[config.mk]
export PLATFORM = sky130hd
export DESIGN_NAME = result_transmitter
export DESIGN_NICKNAME = d
export VERILOG_FILES = /design/src/rtl/result_transmitter_pkg.sv /design/src/rtl/uart_tx_byte.sv /design/src/rtl/result_transmitter.sv
export SDC_FILE = /design/constraint.sdc
export NUM_CORES = 1
export LEC_CHECK = 0
export CORE_ASPECT_RATIO = 0.9
export CORE_MARGIN = 2
export CORE_UTILIZATION = 54
export DETAILED_ROUTE_END_ITERATION = 8
export PLACE_DENSITY = 0.75
export SLEW_MARGIN = 20
export SYNTH_ARGS = -nofsm -noshare
export SYNTH_HDL_FRONTEND = slang
export SYNTH_SLANG_ARGS = --single-unit
[constraint.sdc]
create_clock -name clk -period 3.2 [get_ports clk]
set_clock_uncertainty 0.1 [all_clocks]
set_input_delay 0.64 -clock clk [delete_from_list [all_inputs] [get_ports clk]]
set_output_delay 0.64 -clock clk [all_outputs]
set_load 0.005 [all_outputs]
[src/rtl/result_transmitter_pkg.sv]
// Shared calculator definitions: UART state enum, ASCII constants, message length.
// Latency: n/a (types and constants only).
// Backpressure: n/a. RESULT_TX_CRLF_EN selects a 6-byte message (CR LF appended), else 4 bytes.
package result_transmitter_pkg;

   typedef enum logic [1:0] {
      IDLE  = 2'd0,
      START = 2'd1,
      DATA  = 2'd2,
      STOP  = 2'd3
   } txState_t;

   localparam logic [7:0] ASCII_PLUS  = 8'h2B;
   localparam logic [7:0] ASCII_MINUS = 8'h2D;
   localparam logic [7:0] ASCII_ZERO  = 8'h30;
   localparam logic [7:0] ASCII_QMARK = 8'h3F;
   localparam logic [7:0] ASCII_CR    = 8'h0D;
   localparam logic [7:0] ASCII_LF    = 8'h0A;

`ifdef RESULT_TX_CRLF_EN
   localparam int MSG_LEN = 6;
`else
   localparam int MSG_LEN = 4;
`endif

   // Byte index width; covers both message lengths.
   localparam int IDX_W = 3;

   // BCD digit to ASCII; non-decimal codes become '?'.
   function automatic logic [7:0] digitChar(input logic [3:0] d);
      return (d > 4'd9) ? ASCII_QMARK : (ASCII_ZERO + {4'd0, d});
   endfunction

endpackage

[src/rtl/uart_tx_byte.sv]
// Serialises one byte as 8N1 UART (start, 8 data LSB first, stop), CLKS_PER_BIT cycles per bit.
// Latency: TxD goes low on the edge that accepts the byte; frame lasts 10*CLKS_PER_BIT cycles.
// Backpressure: byteReady high when idle or in the last cycle of the stop bit, so frames chain gap-free.
module uart_tx_byte
   import result_transmitter_pkg::*;
#(
   parameter int CLKS_PER_BIT = 10416
) (
   input  logic       clk,
   input  logic       reset,
   input  logic       byteValid,
   input  logic [7:0] byteData,
   output logic       byteReady,
   output logic       byteEnd,
   output logic       TxD
);

   localparam int CNT_W = (CLKS_PER_BIT > 2) ? $clog2(CLKS_PER_BIT) : 1;
   localparam logic [CNT_W-1:0] CNT_LAST = CNT_W'(CLKS_PER_BIT - 1);

   txState_t         state, stateNext;
   logic [CNT_W-1:0] bitCnt, bitCntNext;
   logic [2:0]       bitIdx, bitIdxNext;
   logic [7:0]       shiftReg, shiftNext;
   logic             txdReg, txdNext;
   logic             bitEnd;

   assign bitEnd    = (bitCnt == CNT_LAST);
   assign byteEnd   = (state == STOP) && bitEnd;
   assign byteReady = (state == IDLE) || byteEnd;
   assign TxD       = txdReg;

   // State and datapath registers; TxD is registered so it changes exactly on bit boundaries.
   always_ff @(posedge clk) begin
      if (reset) begin
         state    <= IDLE;
         bitCnt   <= '0;
         bitIdx   <= '0;
         shiftReg <= '0;
         txdReg   <= 1'b1;
      end else begin
         state    <= stateNext;
         bitCnt   <= bitCntNext;
         bitIdx   <= bitIdxNext;
         shiftReg <= shiftNext;
         txdReg   <= txdNext;
      end
   end

   // Next-state logic: bit counter wraps to 0 at each bit boundary; STOP may chain straight into START.
   always_comb begin
      stateNext  = state;
      bitCntNext = bitEnd ? '0 : bitCnt + 1'b1;
      bitIdxNext = bitIdx;
      shiftNext  = shiftReg;
      txdNext    = txdReg;
      case (state)
         IDLE: begin
            bitCntNext = '0;
            txdNext    = 1'b1;
            if (byteValid) begin
               stateNext = START;
               shiftNext = byteData;
               txdNext   = 1'b0;
            end
         end
         START: begin
            if (bitEnd) begin
               stateNext  = DATA;
               bitIdxNext = '0;
               txdNext    = shiftReg[0];
               shiftNext  = shiftReg >> 1;
            end
         end
         DATA: begin
            if (bitEnd) begin
               if (bitIdx == 3'd7) begin
                  stateNext = STOP;
                  txdNext   = 1'b1;
               end else begin
                  bitIdxNext = bitIdx + 1'b1;
                  txdNext    = shiftReg[0];
                  shiftNext  = shiftReg >> 1;
               end
            end
         end
         STOP: begin
            if (bitEnd) begin
               if (byteValid) begin
                  stateNext = START;
                  shiftNext = byteData;
                  txdNext   = 1'b0;
               end else begin
                  stateNext = IDLE;
                  txdNext   = 1'b1;
               end
            end
         end
         default: begin
            stateNext  = IDLE;
            bitCntNext = '0;
            txdNext    = 1'b1;
         end
      endcase
   end

endmodule

[src/rtl/result_transmitter.sv]
// Sends a signed 3-digit BCD result as ASCII over UART: sign, hundreds, tens, ones (+ CR LF with RESULT_TX_CRLF_EN).
// Latency: start bit on the accepting edge; done pulses on the edge ending the last stop bit.
// Backpressure: start is ignored (not queued) while busy; inputs are captured on acceptance.
module result_transmitter
   import result_transmitter_pkg::*;
#(
   parameter int CLKS_PER_BIT = 10416
) (
   input  logic       clk,
   input  logic       reset,
   input  logic       start,
   input  logic       sign,
   input  logic [3:0] hundreds,
   input  logic [3:0] tens,
   input  logic [3:0] ones,
   output logic       TxD,
   output logic       busy,
   output logic       done
);

   logic             busyReg, doneReg;
   logic [3:0]       hundCap, tensCap, onesCap;
   logic [IDX_W-1:0] byteIdx, nextIdx;
   logic             byteValid, byteReady, byteEnd;
   logic [7:0]       byteData;
   logic             accept, lastByte;

   assign accept    = !busyReg && start && byteReady;
   assign lastByte  = (byteIdx == IDX_W'(MSG_LEN - 1));
   assign byteValid = accept || (busyReg && byteEnd && !lastByte);
   assign busy      = busyReg;
   assign done      = doneReg;

   // Byte to hand to the serialiser: the sign byte comes straight from the inputs on acceptance,
   // later bytes come from the captured digits.
   always_comb begin
      nextIdx  = byteIdx + 1'b1;
      byteData = ASCII_QMARK;
      if (!busyReg) begin
         byteData = sign ? ASCII_MINUS : ASCII_PLUS;
      end else begin
         case (nextIdx)
            3'd1:    byteData = digitChar(hundCap);
            3'd2:    byteData = digitChar(tensCap);
            3'd3:    byteData = digitChar(onesCap);
`ifdef RESULT_TX_CRLF_EN
            3'd4:    byteData = ASCII_CR;
            3'd5:    byteData = ASCII_LF;
`endif
            default: byteData = ASCII_QMARK;
         endcase
      end
   end

   // Message sequencing: capture on accept, advance per completed byte, done on the final stop bit.
   always_ff @(posedge clk) begin
      if (reset) begin
         busyReg <= 1'b0;
         doneReg <= 1'b0;
         hundCap <= '0;
         tensCap <= '0;
         onesCap <= '0;
         byteIdx <= '0;
      end else begin
         doneReg <= 1'b0;
         if (accept) begin
            busyReg <= 1'b1;
            hundCap <= hundreds;
            tensCap <= tens;
            onesCap <= ones;
            byteIdx <= '0;
         end else if (busyReg && byteEnd) begin
            if (lastByte) begin
               busyReg <= 1'b0;
               doneReg <= 1'b1;
            end else begin
               byteIdx <= nextIdx;
            end
         end
      end
   end

   uart_tx_byte #(
      .CLKS_PER_BIT(CLKS_PER_BIT)
   ) uTxByte (
      .clk      (clk),
      .reset    (reset),
      .byteValid(byteValid),
      .byteData (byteData),
      .byteReady(byteReady),
      .byteEnd  (byteEnd),
      .TxD      (TxD)
   );

endmodule

==> reports/qor.csv, run 1 <==
metric;value;unit
DR WL/cell;12.9;um
Worst-Skew Late Latency;300;ps
Initial DRT Pass Iterations;4;
Longest Clk Path Bufs;2;
H-tree Lvls;2;
vias in the first global route;1690;
CTS-repair resized insts;0;
syn_area_per_cell;8.65;um^2
fmax;429;MHz
share of layout cells above drive strength 1;8.04;%
Netlist cell types;49;
fill cell count;381;
Hold Buf Count CTS;0;
RSZ-0062 raised after global routing;false;
core area;4100;um^2
total power;1.75;mW
n_diodes;0;
Worst-path clk slew;80;ps
Hold Vio Cnt, Final;0;
Root Buffer;clkbuf_8;
period utilization;72.9;%
Post-route DRC;0;
critical path class;reg -> reg;
Clk pwr share;23.3;%
crit start category;flop;
Final nets;314;
GRT Resource Usage Total;19.6;%
Mapped Nets;296;
CP top delay family;simple AND/OR/NAND/NOR gates;
critical path's slowest cell;or4b_2;
CP cell instances;ha_1, ha_1, o311ai_0, nor2_1, or4b_2, o2111ai_1, a21oi_1;
status;finished clean;
total number of yosys warnings;0;
clock period minus worst slack;2330;ps
critical path arrival;2420;ps
DIE AREA;4830;um^2
Buf/Inv on CP;0;
total gr overflow;0;
Port-buffer cells;18;
Int Power;1.12;mW
Post-CTS Setup Bufs;0;
Layout area overhead;13.4;%
worst rel slew slack;61.1;%
Post-DRT Antenna Nets;0;
Pwr Density;666;nW/um^2
Sum Neg Setup Slack;0;ps
Yosys top cell area share;37.1;%
Hold Path Class;reg -> reg;
Via density;5.68;
routed wire length;4300;um
sequential-to-total area share from yosys stat;37.1;%
synthesized flop and latch total;43;
I/O pins;19;
FP Rows;22;
Area contributors post-synth;dfxtp_1, ha_1, o21ai_0;
Peak VDD IR;302;uV
first-pass GRT wire length;7480;um
Horiz. Die Dim;73.1;um
Crit. End Element;flop;
Critical Path Most Common Cell;ha_1;
switching power of the nets;0.631;mW
TritonCTS clock tree;done;
Max FO, Critical Path;6;
initial antenna violation count;0;
initial detailed-routing violation count;82;
MaxCap Viol Count;0;
Mapped Area;2320;um^2
Initial Util;56.5;%
largest net degree at the start of global routing;25;
switching part of the total power;36.0;%
leading area contributor after synthesis;dfxtp_1;
critical path's largest stage delay;600;ps
part of the power in combinational logic;38.1;%
final setup vio count;0;
clock sink count;43;
vias post-DR;1897;
chip height;66.2;um
worst slew pin tran;576;ps
Data required, critical path;3290;ps
max-slew violations;0;
placer congestion estimate;0.862;
Cells after Synth;268;
Reg power frac;38.7;%
Lkg Pwr;0.963;nW
number of buffers created by CTS;5;
post-DP HPWL;3150;um
-- cell usage after synthesis, drive strengths merged --
master   number
a2111oi       4
a211oi        1
a21oi        24
a221oi        2
a222oi        1
a22o          2
a311oi        1
a31o          1
a31oi         1
and2          1
and3          3
and3b         1
and4          3
and4b         1
buf           3
clkbuf        7
dfxtp        43
ha           12
inv          14
mux2          1
mux2i         3
nand2        11
nand2b       15
nand3         4
nand4         6
nor2         17
nor2b        15
nor3          7
nor4          1
o2111ai       2
o21ai        37
o21bai        1
o221a         1
o22ai         3
o311ai        1
o31a          1
or2           1
or3           4
or4b          1
xnor2         4
xor2          7
-- logic make-up (layout without fill, tap and decap cells) --
logic type | after synthesis | count (layout) | synth area share [%]
and+or+nand+nor | 91 | 91 | 23.2
buffers and inverters | 24 | 42 | 4.59
DFF | 43 | 43 | 37.1
AOI/OAI and AO/OA | 83 | 83 | 22.7
muxes | 4 | 4 | 1.78
adders and majority gates | 12 | 12 | 6.48
xor gates and xnor gates | 11 | 11 | 4.16
-- power groups by stage --
| stage | clock (mW) | sequential (mW) | combinational (mW) |
|---|---|---|---|
| global placement | 0 | 0.687 | 0.659 |
| detailed placement | 0 | 0.690 | 0.663 |
| finish | 0.407 | 0.677 | 0.666 |
| floorplan | 0 | 0.673 | 0.526 |
| global route | 0.435 | 0.689 | 0.751 |
| CTS | 0.416 | 0.678 | 0.666 |
-- cell type report --
type | instances | area, um^2 | share of cell area (%)
multi-input cells | 201 | 1350 | 51.4
flip-flops and latches | 43 | 861 | 32.7
repair buffers | 21 | 203 | 7.71
clock buffers | 6 | 72.6 | 2.76
well taps | 48 | 60.1 | 2.28
inverters | 14 | 52.6 | 2.00
clock inverters | 1 | 30.0 | 1.14
-- cell usage in the layout (no fill, tap or decap), types with 4 or more instances in the layout --
| cell | synthesis | routed |
|---|---|---|
| nand2_1 | 11 | 11 |
| nand2b_1 | 15 | 15 |
| a21oi_1 | 21 | 21 |
| nor2b_1 | 15 | 15 |
| ha_1 | 12 | 12 |
| o21ai_0 | 26 | 26 |
| clkdlybuf4s50_1 | 0 | 18 |
| clkbuf_8 | 0 | 5 |
| inv_1 | 14 | 14 |
| dfxtp_1 | 43 | 43 |
| nor3_1 | 6 | 6 |
| xnor2_1 | 4 | 4 |
| nand4_1 | 6 | 6 |
| xor2_1 | 7 | 7 |
| nand3_1 | 4 | 4 |
| o21ai_1 | 11 | 11 |
| nor2_1 | 17 | 17 |
-- worst reg2reg max path, stage by stage (launching register included) --
cell and delay (ps):
dfxtp_1 350, ha_1 210, ha_1 380, o311ai_0 240, nor2_1 160, or4b_2 600
o2111ai_1 100, a21oi_1 90
-- through the flow --
step	setup WS, ps	util [%]	cells	hold slack [ps]	cell area [um^2]
2_1_floorplan	1030	-	268	326	2320
3_3_place_gp	936	61.6	327	341	2530
3_5_place_dp	874	61.6	327	351	2530
4_1_cts	874	64.1	334	369	2630
5_1_grt	592	64.1	334	409	2630
6_report	867	64.1	334	366	2630
-- per-layer routing --
metal	part of all wire [%]	track usage [%]
met1	51	27.0
met2	44	30.4
met3	3.6	4.57
met4	1.2	5.56
met5	0	0
-- flip-flops by register name, indices dropped and copies added (netlist names) --
name	count
uTxByte.shiftReg	6
uTxByte.TxD	1
uTxByte.state	2
byteIdx	3
uTxByte.bitIdx	3
uTxByte.bitCnt	14
tensCap	4
onesCap	4
hundCap	4
done	1
busy	1
-- worst paths after layout --
kind | end | cells after the start | slack, ps | startpoint
max | uTxByte.shiftReg[0] | 7 | 870 | byteIdx[0]
max reg2reg | uTxByte.shiftReg[0] | 7 | 870 | byteIdx[0]
min | uTxByte.bitCnt[0] | 1 | 370 | uTxByte.bitCnt[0]
min reg2reg | uTxByte.bitCnt[0] | 1 | 370 | uTxByte.bitCnt[0]
Note: power is estimated with default switching activity, not from simulation.
==> run 2: changes to the inputs <==
==> constraint.sdc (replaced) <==
create_clock -name clk -period 2.3 [get_ports clk]
set_clock_uncertainty 0.1 [all_clocks]
set_input_delay 0.46 -clock clk [delete_from_list [all_inputs] [get_ports clk]]
set_output_delay 0.46 -clock clk [all_outputs]
set_load 0.005 [all_outputs]
==> reports/qor.csv, run 2 (synthesis results as in run 1) <==
metric;value;unit
largest register by flop count;uTxByte.bitCnt;
Data required, critical path;2390;ps
part of the power in combinational logic;39.2;%
CTS-repair resized insts;0;
DR WL/cell;13.2;um
CP cell instances;ha_1, ha_4, buf_4, nand2_1, a21oi_1, or4b_2, o2111ai_1, a21oi_1;
post-layout instance area;2690;um^2
Post-CTS Setup Bufs;0;
vias in the first global route;1728;
routed wire length;4470;um
most used routing layer;met2;
share of layout cells above drive strength 1;10.0;%
largest net degree at the start of global routing;38;
clock sink count;43;
crit start category;flop;
most frequent cells in the layout;dfxtp_1, o21ai_0, a21oi_1, clkdlybuf4s50_1, nor2_1;
Largest register FFs;14;
max-slew violations;0;
final setup vio count;0;
commonest non-fill, non-tap cell in the layout;dfxtp_1;
Crit. End Element;flop;
placed inst area;2570;um^2
post-DP HPWL;3180;um
critical path's largest stage delay;670;ps
Post-Layout Cell Count;338;
status;finished clean;
placer congestion estimate;0.866;
worst rel slew slack;73.6;%
FP Rows;22;
first-pass GRT wire length;7800;um
initial antenna violation count;0;
Root Buffer;clkbuf_8;
GRT Resource Usage Total;20.5;%
n_diodes;0;
Lkg Pwr;0.990;nW
fill cell count;353;
met3 global-route usage;4.12;%
Critical Path Most Common Cell;a21oi_1;
Placed Instances;331;
Peak VDD IR;477;uV
core area;4100;um^2
critical path arrival;2270;ps
Hold Path Class;reg -> reg;
Reg power frac;38.1;%
I/O pins;19;
Longest Clk Path Bufs;2;
met1 GRT Util;28.8;%
Post-DRT Antenna Nets;0;
r2r worst-path depth;8;
worst slew pin tran;390;ps
Worst-path clk slew;80;ps
switching power of the nets;0.890;mW
Initial Util;56.5;%
switching part of the total power;35.8;%
chip height;66.2;um
Pwr Density;924;nW/um^2
Initial DRT Pass Iterations;4;
Hold Buf Count CTS;0;
H-tree Lvls;2;
critical path class;reg -> reg;
MaxCap Viol Count;0;
period utilization;95.1;%
largest registers;uTxByte.bitCnt: 14 flops, uTxByte.shiftReg: 6 flops;
Worst-Skew Late Latency;290;ps
RSZ-0062 raised after global routing;false;
Hold Path Stages;1;
Hold Vio Cnt, Final;0;
Sum Neg Setup Slack;0;ps
total gr overflow;0;
critical path's slowest cell;or4b_2;
Max FO, Critical Path;4;
Via density;5.68;
Int Power;1.59;mW
initial detailed-routing violation count;105;
TritonCTS clock tree;done;
Port-buffer cells;18;
Final nets;318;
number of buffers created by CTS;5;
Layout area overhead;16.0;%
vias post-DR;1921;
clock period minus worst slack;2190;ps
Hold Worst Slack;364;ps
Clk pwr share;22.8;%
DIE AREA;4830;um^2
met2 Track Usage GR;30.6;%
Horiz. Die Dim;73.1;um
Post-route DRC;0;
fin util;65.6;%
fmax;457;MHz
## run 2: cell types whose count changed in the layout (fill, tap and decap cells not counted)
cell / delta
a2111oi_0: -2
a2111oi_1: +2
and4_1: -1
and4_2: +1
buf_12: +1
buf_4: +3
ha_1: -1
ha_4: +1
o311ai_0: -1
o311ai_1: +1
## run 2: cell type report
| cell class | instances | area (um^2) | share of cell area, % |
|---|---|---|---|
| inverters | 14 | 52.6 | 1.95 |
| well taps | 48 | 60.1 | 2.23 |
| multi-input cells | 201 | 1370 | 50.9 |
| clock inverters | 1 | 30.0 | 1.12 |
| repair buffers | 25 | 245 | 9.12 |
| flip-flops and latches | 43 | 861 | 32.0 |
| clock buffers | 6 | 72.6 | 2.70 |
## run 2: power by group through the flow
stage               Sequential, mW  Clock [mW]  Combinational, mW
floorplan                    0.936           0              0.731
global placement             0.956           0              0.955
detailed placement           0.962           0              0.955
CTS                          0.944       0.580              0.961
global route                 0.961       0.618               1.10
finish                       0.946       0.565              0.973
## run 2: per-stage QoR
step,total power [mW],setup WS (ps)
floorplan,1.67,132
global placement,1.91,121
detailed placement,1.92,33.1
CTS,2.49,22.6
global route,2.68,2.07
finish,2.48,113
## run 2: layer usage
metal | share of wire, % | routed length [um]
met3 | 3.8 | 171
met1 | 52 | 2310
met4 | 1.8 | 80
met2 | 43 | 1900
met5 | 0 | 0
## run 2: path summary, 6_finish.rpt
check                         start                   to  slack [ps]
hold reg to reg   uTxByte.bitCnt[0]    uTxByte.bitCnt[0]         360
setup / recovery         byteIdx[1]  uTxByte.shiftReg[0]         110
setup reg to reg         byteIdx[1]  uTxByte.shiftReg[0]         110
hold / removal    uTxByte.bitCnt[0]    uTxByte.bitCnt[0]         360
## run 2: worst max-delay path, delay by kind of cell (launching register included)
family	cells	cell delay, ps
buffers and inverters	1	140
adder cells (fa/ha/maj)	2	430
flip-flops	1	390
AND/OR/NAND/NOR	2	770
AO/OA/AOI/OAI	3	240
